==> config.mk <==
export PLATFORM = sky130hd
export DESIGN_NAME = keypad_matrix_scanner
export DESIGN_NICKNAME = d
export VERILOG_FILES = /design/src/rtl/keypad_matrix_scanner.sv
export SDC_FILE = /design/constraint.sdc
export NUM_CORES = 1
export LEC_CHECK = 0
export CELL_PAD_IN_SITES_DETAIL_PLACEMENT = 0
export CELL_PAD_IN_SITES_GLOBAL_PLACEMENT = 1
export CORE_MARGIN = 4
export CORE_UTILIZATION = 30
export CTS_CLUSTER_DIAMETER = 80
export DETAILED_ROUTE_END_ITERATION = 6
export PLACE_DENSITY_LB_ADDON = 0.1
export RECOVER_POWER = 50
export SYNTH_ARGS = -nofsm -noshare
export SYNTH_HDL_FRONTEND = slang
export SYNTH_SLANG_ARGS = --single-unit
==> constraint.sdc <==
create_clock -name clk -period 2.9 [get_ports clk]
set_clock_uncertainty 0.2 [all_clocks]
set_input_delay 0.435 -clock clk [delete_from_list [all_inputs] [get_ports clk]]
set_output_delay 0.435 -clock clk [all_outputs]
set_load 0.02 [all_outputs]
==> src/rtl/keypad_matrix_scanner.sv <==
// keypad_matrix_scanner: scans a NUM_ROWS x NUM_COLS key matrix with a
// one-hot column strobe. Row returns are synchronised and debounced. A single
// pressed key is delivered as code = row*NUM_COLS + col.
// Optional build macro KEYPAD_REPEAT_EN adds auto-repeat while a key is held.
//
// Handshake: key_valid/key_code form a valid/ready source. A press is
// transferred on any clk edge where key_valid && key_ready. key_code is stable
// while key_valid is high and not yet accepted. A new press arriving while an
// unaccepted one is pending is dropped, and key_overrun pulses for one cycle.
module keypad_matrix_scanner #(
    parameter int NUM_ROWS     = 4,
    parameter int NUM_COLS     = 3,
    parameter int CLK_DIV      = 12500,
    parameter int DEBOUNCE_CNT = 8,
    parameter int REPEAT_DLY   = 500,
    parameter int REPEAT_RATE  = 100,
    localparam int CODE_W      = $clog2(NUM_ROWS * NUM_COLS)
) (
    input  logic                clk,
    input  logic                rst,
    input  logic [NUM_ROWS-1:0] key_row,
    output logic [NUM_COLS-1:0] key_col,
    output logic [CODE_W-1:0]   key_code,
    output logic                key_valid,
    input  logic                key_ready,
    output logic                key_held,
    output logic                key_overrun,
    output logic                key_multi,
    output logic [1:0]          dbg_state
);

    localparam int DIV_W = $clog2(CLK_DIV);
    localparam int DB_W  = $clog2(DEBOUNCE_CNT + 1);
    localparam int ROW_W = $clog2(NUM_ROWS);
    localparam int COL_W = $clog2(NUM_COLS);

    if (NUM_ROWS < 2 || NUM_ROWS > 8 || NUM_COLS < 2 || NUM_COLS > 8 ||
        CLK_DIV < 2 || DEBOUNCE_CNT < 1 || REPEAT_DLY < 1 || REPEAT_RATE < 1)
    begin : g_param_check
        $error("keypad_matrix_scanner: parameter out of range");
    end

    typedef enum logic [1:0] {
        ST_SCAN     = 2'd0,
        ST_DEBOUNCE = 2'd1,
        ST_HELD     = 2'd2
    } state_t;

    state_t              r_state;
    logic [DIV_W-1:0]    r_div;
    logic [NUM_ROWS-1:0] r_row_m;
    logic [NUM_ROWS-1:0] r_row_s;
    logic [NUM_ROWS-1:0] r_pat;
    logic [NUM_COLS-1:0] r_col;
    logic [COL_W-1:0]    r_col_ptr;
    logic [DB_W-1:0]     r_cnt;
    logic [DB_W-1:0]     r_rel;
    logic                r_held;
    logic                r_multi;
    logic                r_valid;
    logic [CODE_W-1:0]   r_code;
    logic                r_overrun;

    logic                w_tick;
    logic                w_pat_onehot;
    logic                w_db_done;
    logic                w_emit;
    logic                w_accept;
    logic [ROW_W-1:0]    w_row_idx;
    logic [CODE_W-1:0]   w_code;

    function automatic logic f_onehot(input logic [NUM_ROWS-1:0] v);
        return (v != '0) && ((v & (v - NUM_ROWS'(1))) == '0);
    endfunction

    // Scan tick divider: one-cycle tick when the count reaches CLK_DIV-1
    always_ff @(posedge clk or negedge rst) begin
        if (!rst) begin
            r_div <= '0;
        end else if (w_tick) begin
            r_div <= '0;
        end else begin
            r_div <= r_div + DIV_W'(1);
        end
    end

    assign w_tick = (r_div == DIV_W'(CLK_DIV - 1));

    // Two-flop synchroniser for the asynchronous row returns
    always_ff @(posedge clk or negedge rst) begin
        if (!rst) begin
            r_row_m <= '0;
            r_row_s <= '0;
        end else begin
            r_row_m <= key_row;
            r_row_s <= r_row_m;
        end
    end

    // Row index of the latched pattern (meaningful only when it is one-hot)
    always_comb begin
        w_row_idx = '0;
        for (int i = 0; i < NUM_ROWS; i++) begin
            if (r_pat[i]) begin
                w_row_idx = ROW_W'(i);
            end
        end
    end

    // The column is frozen outside SCAN, so the live pointer is the latched column
    assign w_code = CODE_W'(w_row_idx) * CODE_W'(NUM_COLS) + CODE_W'(r_col_ptr);

    assign w_pat_onehot = f_onehot(r_pat);
    assign w_db_done    = w_tick && (r_state == ST_DEBOUNCE) && (r_row_s == r_pat) &&
                          (r_cnt == DB_W'(DEBOUNCE_CNT - 1));
    assign w_accept     = r_valid && key_ready;

`ifdef KEYPAD_REPEAT_EN
    localparam int REP_MAX = (REPEAT_DLY > REPEAT_RATE) ? REPEAT_DLY : REPEAT_RATE;
    localparam int REP_W   = $clog2(REP_MAX + 1);

    logic [REP_W-1:0] r_rep_cnt;
    logic             r_rep_first;
    logic             w_rep_fire;

    // First repeat waits REPEAT_DLY matching ticks, later ones REPEAT_RATE
    assign w_rep_fire = w_tick && (r_state == ST_HELD) && (r_row_s == r_pat) && w_pat_onehot &&
                        (r_rep_cnt == (r_rep_first ? REP_W'(REPEAT_DLY - 1)
                                                   : REP_W'(REPEAT_RATE - 1)));
    assign w_emit     = (w_db_done && w_pat_onehot) || w_rep_fire;
`else
    assign w_emit     = w_db_done && w_pat_onehot;
`endif

    // Scan / debounce / held state machine with column strobe and status flags
    always_ff @(posedge clk or negedge rst) begin
        if (!rst) begin
            r_state     <= ST_SCAN;
            r_col       <= NUM_COLS'(1);
            r_col_ptr   <= '0;
            r_pat       <= '0;
            r_cnt       <= '0;
            r_rel       <= '0;
            r_held      <= 1'b0;
            r_multi     <= 1'b0;
`ifdef KEYPAD_REPEAT_EN
            r_rep_cnt   <= '0;
            r_rep_first <= 1'b1;
`endif
        end else begin
            r_multi <= 1'b0;
            if (w_tick) begin
                case (r_state)
                    ST_SCAN: begin
                        if (r_row_s != '0) begin
                            r_pat   <= r_row_s;
                            r_cnt   <= '0;
                            r_state <= ST_DEBOUNCE;
                        end else begin
                            r_col     <= {r_col[NUM_COLS-2:0], r_col[NUM_COLS-1]};
                            r_col_ptr <= (r_col_ptr == COL_W'(NUM_COLS - 1)) ? '0
                                                                             : r_col_ptr + COL_W'(1);
                        end
                    end
                    ST_DEBOUNCE: begin
                        if (r_row_s != r_pat) begin
                            r_state <= ST_SCAN;
                        end else if (r_cnt == DB_W'(DEBOUNCE_CNT - 1)) begin
                            r_state     <= ST_HELD;
                            r_held      <= 1'b1;
                            r_rel       <= '0;
                            r_multi     <= !w_pat_onehot;
`ifdef KEYPAD_REPEAT_EN
                            r_rep_cnt   <= '0;
                            r_rep_first <= 1'b1;
`endif
                        end else begin
                            r_cnt <= r_cnt + DB_W'(1);
                        end
                    end
                    ST_HELD: begin
                        if (r_row_s == '0) begin
                            if (r_rel == DB_W'(DEBOUNCE_CNT - 1)) begin
                                r_state   <= ST_SCAN;
                                r_held    <= 1'b0;
                                r_col     <= {r_col[NUM_COLS-2:0], r_col[NUM_COLS-1]};
                                r_col_ptr <= (r_col_ptr == COL_W'(NUM_COLS - 1)) ? '0
                                                                                 : r_col_ptr + COL_W'(1);
                            end else begin
                                r_rel <= r_rel + DB_W'(1);
                            end
                        end else begin
                            r_rel <= '0;
                        end
`ifdef KEYPAD_REPEAT_EN
                        if (r_row_s != r_pat) begin
                            r_rep_cnt   <= '0;
                            r_rep_first <= 1'b1;
                        end else if (w_rep_fire) begin
                            r_rep_cnt   <= '0;
                            r_rep_first <= 1'b0;
                        end else if (w_pat_onehot) begin
                            r_rep_cnt <= r_rep_cnt + REP_W'(1);
                        end
`endif
                    end
                    default: begin
                        r_state <= ST_SCAN;
                    end
                endcase
            end
        end
    end

    // Output register: load on emit, drop with overrun pulse if still pending
    always_ff @(posedge clk or negedge rst) begin
        if (!rst) begin
            r_valid   <= 1'b0;
            r_code    <= '0;
            r_overrun <= 1'b0;
        end else begin
            r_overrun <= 1'b0;
            if (w_emit) begin
                if (!r_valid || w_accept) begin
                    r_code  <= w_code;
                    r_valid <= 1'b1;
                end else begin
                    r_overrun <= 1'b1;
                end
            end else if (w_accept) begin
                r_valid <= 1'b0;
            end
        end
    end

    assign key_col     = r_col;
    assign key_code    = r_code;
    assign key_valid   = r_valid;
    assign key_held    = r_held;
    assign key_overrun = r_overrun;
    assign key_multi   = r_multi;
    assign dbg_state   = r_state;

endmodule

==> flow_summary.yaml <==
outcome:
  status: "completed"
synth:
  yosys.area.top_type: "dfrtp_1"
  synth_most_common_cell: "dfrtp_1"
  avgSynthCellArea_um2: 10.9
  ys.flop_type: "dfrtp_1"
  ys_top_cells_by_count: "dfrtp_1 (48), nand2_1 (24), o21ai_0 (17)"
  synth_cell_type_count: 44
  synth_edf_count: 0
  postSynthCellCount: 209
  yosysWarnings: 0
  yosysSeqAreaShare_pct: 53.9
  syn-num-nets: 223
  synth_seq_cells: 49
  synth-async-reset-ratio_pct: 100
  netlist_area_um2: 2280
  synth_area_leaders: "dfrtp_1 (53%), mux2_2 (4.0%), nand2_1 (4.0%)"
  yosysTopAreaCellShare_pct: 52.8
sta:
  setup_viol: 0
  holdWs_ns: 0.157
  hold_viol: 0
  tns_ns: 0
  finalCritPeriodShare_pct: 83.6
  finalCriticalPeriod_ns: 2.42
  relSlewSlack_pct: 34.9
  slew_viol_final: 0
  timing.fmax_ghz: 0.413
  worst_pin_slew_ns: 0.976
  rsz0062_at_grt: "false"
drt:
  dr.pass1.iters: 4
  wl_per_cell_um: 13.0
  drcViolationCount: 0
  drt_iter0_drc: 72
  route.vias.total: 1576
  antenna_left: 0
  viasPerCell: 4.64
  drt-total-wl_mm: 4.41
global_routing:
  grt_antenna_before_repair: 0
  grt_pass1_wl_mm: 7.81
  grt_overflow_total: 0
  grt_usage_pct: 11.1
  grt_pass1_vias: 1579
  grt_start_max_net_pins: 21
run:
  drv_cap: 0
clocking:
  cts_root_buffer: "clkbuf_8"
  cts_setup_buffers: 0
  ctsHoldBuffers: 1
  cts_tree: "yes"
  clock_path_buffers: 2
  insertion_delay_ns: 0.30
  cts_buffers: 5
  cts.sinks: 49
  clk_pin_slew_ns: 0.10
  post_cts_resized: 0
  htreeDepth: 2
finish:
  nets: 254
  final_util_pct: 37.4
  drive_gt1_share_pct: 14.1
  area_delta_synth_final_pct: 20.4
  diodes: 0
  fillers: 735
  final_area_um2: 2740
power_and_ir_drop:
  p_leak_nw: 1.20
  clkPwrFrac_pct: 41.0
  max-vdd-ir-drop_v: 0.000179
  power.total_mw: 1.22
  switching_share_pct: 21.6
  p_comb_share_pct: 2.2
  p_int_uw: 956
  powerDensity_nw_per_um2: 445
  power_switching_uw: 263
  p_seq_share_pct: 56.8
floorplanning:
  die_w_um: 95.1
  initial_core_util_pct: 31.0
  dieArea_um2: 9040
  rows: 31
  boundaryPins: 20
  core_um2: 7330
  die_h_um: 95.1
critical_path:
  worst-path-max-fanout: 5
  endpoint_kind: "flip-flop"
  path_class: "reg -> reg"
  critPathLaunchType: "flip-flop"
  critPathArrivalTime_ns: 2.43
  worstPathRequired_ns: 2.90
worst_hold_path:
  hp-class: "reg -> reg"
placed_design:
  io_buffers: 19
  gp_congestion: 0.738
  place_hpwl_mm: 3.30
  postPlaceCellArea_um2: 2620
-- registers in the layout (all words and copies together), names as in the netlist --
signal,count
dbg_state,2
key_col,3
r_cnt,4
r_col_ptr,2
r_row_s,4
key_code,4
key_held,1
r_pat,4
key_overrun,1
r_div,14
r_rel,4
r_row_m,4
key_valid,1
key_multi,1
-- layout make-up --
type | count | area (um^2) | area share, %
tap | 99 | 124 | 4.52
inverter | 10 | 37.5 | 1.37
clock buffer | 5 | 68.8 | 2.51
sequential | 49 | 1230 | 44.8
clock inverter | 3 | 46.3 | 1.69
multi-input combinational | 148 | 1000 | 36.6
timing repair buffer | 26 | 233 | 8.49
-- worst paths after layout --
| kind | start | to | slack, ns | depth (start not counted) |
|---|---|---|---|---|
| min reg2reg | r_row_m[2]$_DFF_PN0_ | r_row_s[2]$_DFF_PN0_ | 0.16 | 0 |
| min in group asynchronous | rst | key_code[2]$_DFFE_PN0P_ | 0.60 | 2 |
| max reg2reg | r_pat[2]$_DFFE_PN0P_ | key_code[2]$_DFFE_PN0P_ | 0.48 | 8 |
| min | r_row_m[2]$_DFF_PN0_ | r_row_s[2]$_DFF_PN0_ | 0.16 | 0 |
| max in group asynchronous | rst | r_div[13]$_DFF_PN0_ | 0.78 | 3 |
| max | r_pat[2]$_DFFE_PN0P_ | key_code[2]$_DFFE_PN0P_ | 0.48 | 8 |
-- cell families (layout without fill, tap and decap cells) --
group	after synthesis	after routing	share of synthesized area (%)
buffers and inverters	12	44	1.98
adders and majority gates	7	7	4.51
DFF	49	49	53.9
xor gates and xnor gates	15	15	5.77
AOI/OAI and AO/OA	34	34	8.96
and+or+nand+nor	84	84	20.9
muxes	8	8	3.96
-- cell usage in the layout (no fill, tap or decap), types with 3 or more instances in the layout --
| cell type | instances |
|---|---|
| or4_1 | 4 |
| xor2_1 | 6 |
| inv_1 | 10 |
| nand4_1 | 4 |
| nor3_1 | 4 |
| clkbuf_8 | 5 |
| o21ai_0 | 17 |
| nand3_1 | 9 |
| and2_1 | 3 |
| ha_1 | 5 |
| dlygate4sd3_1 | 5 |
| xnor2_1 | 9 |
| nand2_1 | 24 |
| buf_4 | 4 |
| clkdlybuf4s50_1 | 14 |
| a21oi_1 | 6 |
| o31ai_1 | 3 |
| mux2_2 | 8 |
| nor2_1 | 12 |
| nand2b_1 | 4 |
| dfrtp_1 | 48 |
-- power by group through the flow --
stage	registers, mW	logic [mW]	clock network, mW
2_1_floorplan	0.705	0.00503	0
3_3_place_gp	0.706	0.0302	0
3_5_place_dp	0.706	0.0302	0
4_1_cts	0.693	0.0313	0.524
5_1_grt	0.694	0.0325	0.550
6_report	0.692	0.0273	0.499
-- worst max-delay path: stages, from the launching register on --
cell and delay [ns]:
dfrtp_1 0.45, inv_1 0.09, a21o_1 0.14, inv_1 0.05
fa_1 0.47, inv_1 0.04, ha_1 0.19, fa_1 0.42
mux2_2 0.26
-- per-stage QoR --
step / setup slack [ns] / std cells
floorplan: 0.561 / 209
global placement: 0.517 / 331
detailed placement: 0.485 / 331
CTS: 0.462 / 340
global route: 0.365 / 340
finish: 0.476 / 340
-- metal layers --
metal	wire length, um	part of all wire (%)	vias up	global-route usage [%]
li1	-	-	794	-
met1	2390	54	754	16.2
met2	1810	41	23	16.0
met5	0	0	-	0
met3	146	3.3	5	2.68
met4	56	1.3	0	3.61
Power figures use the tool's default switching activity.
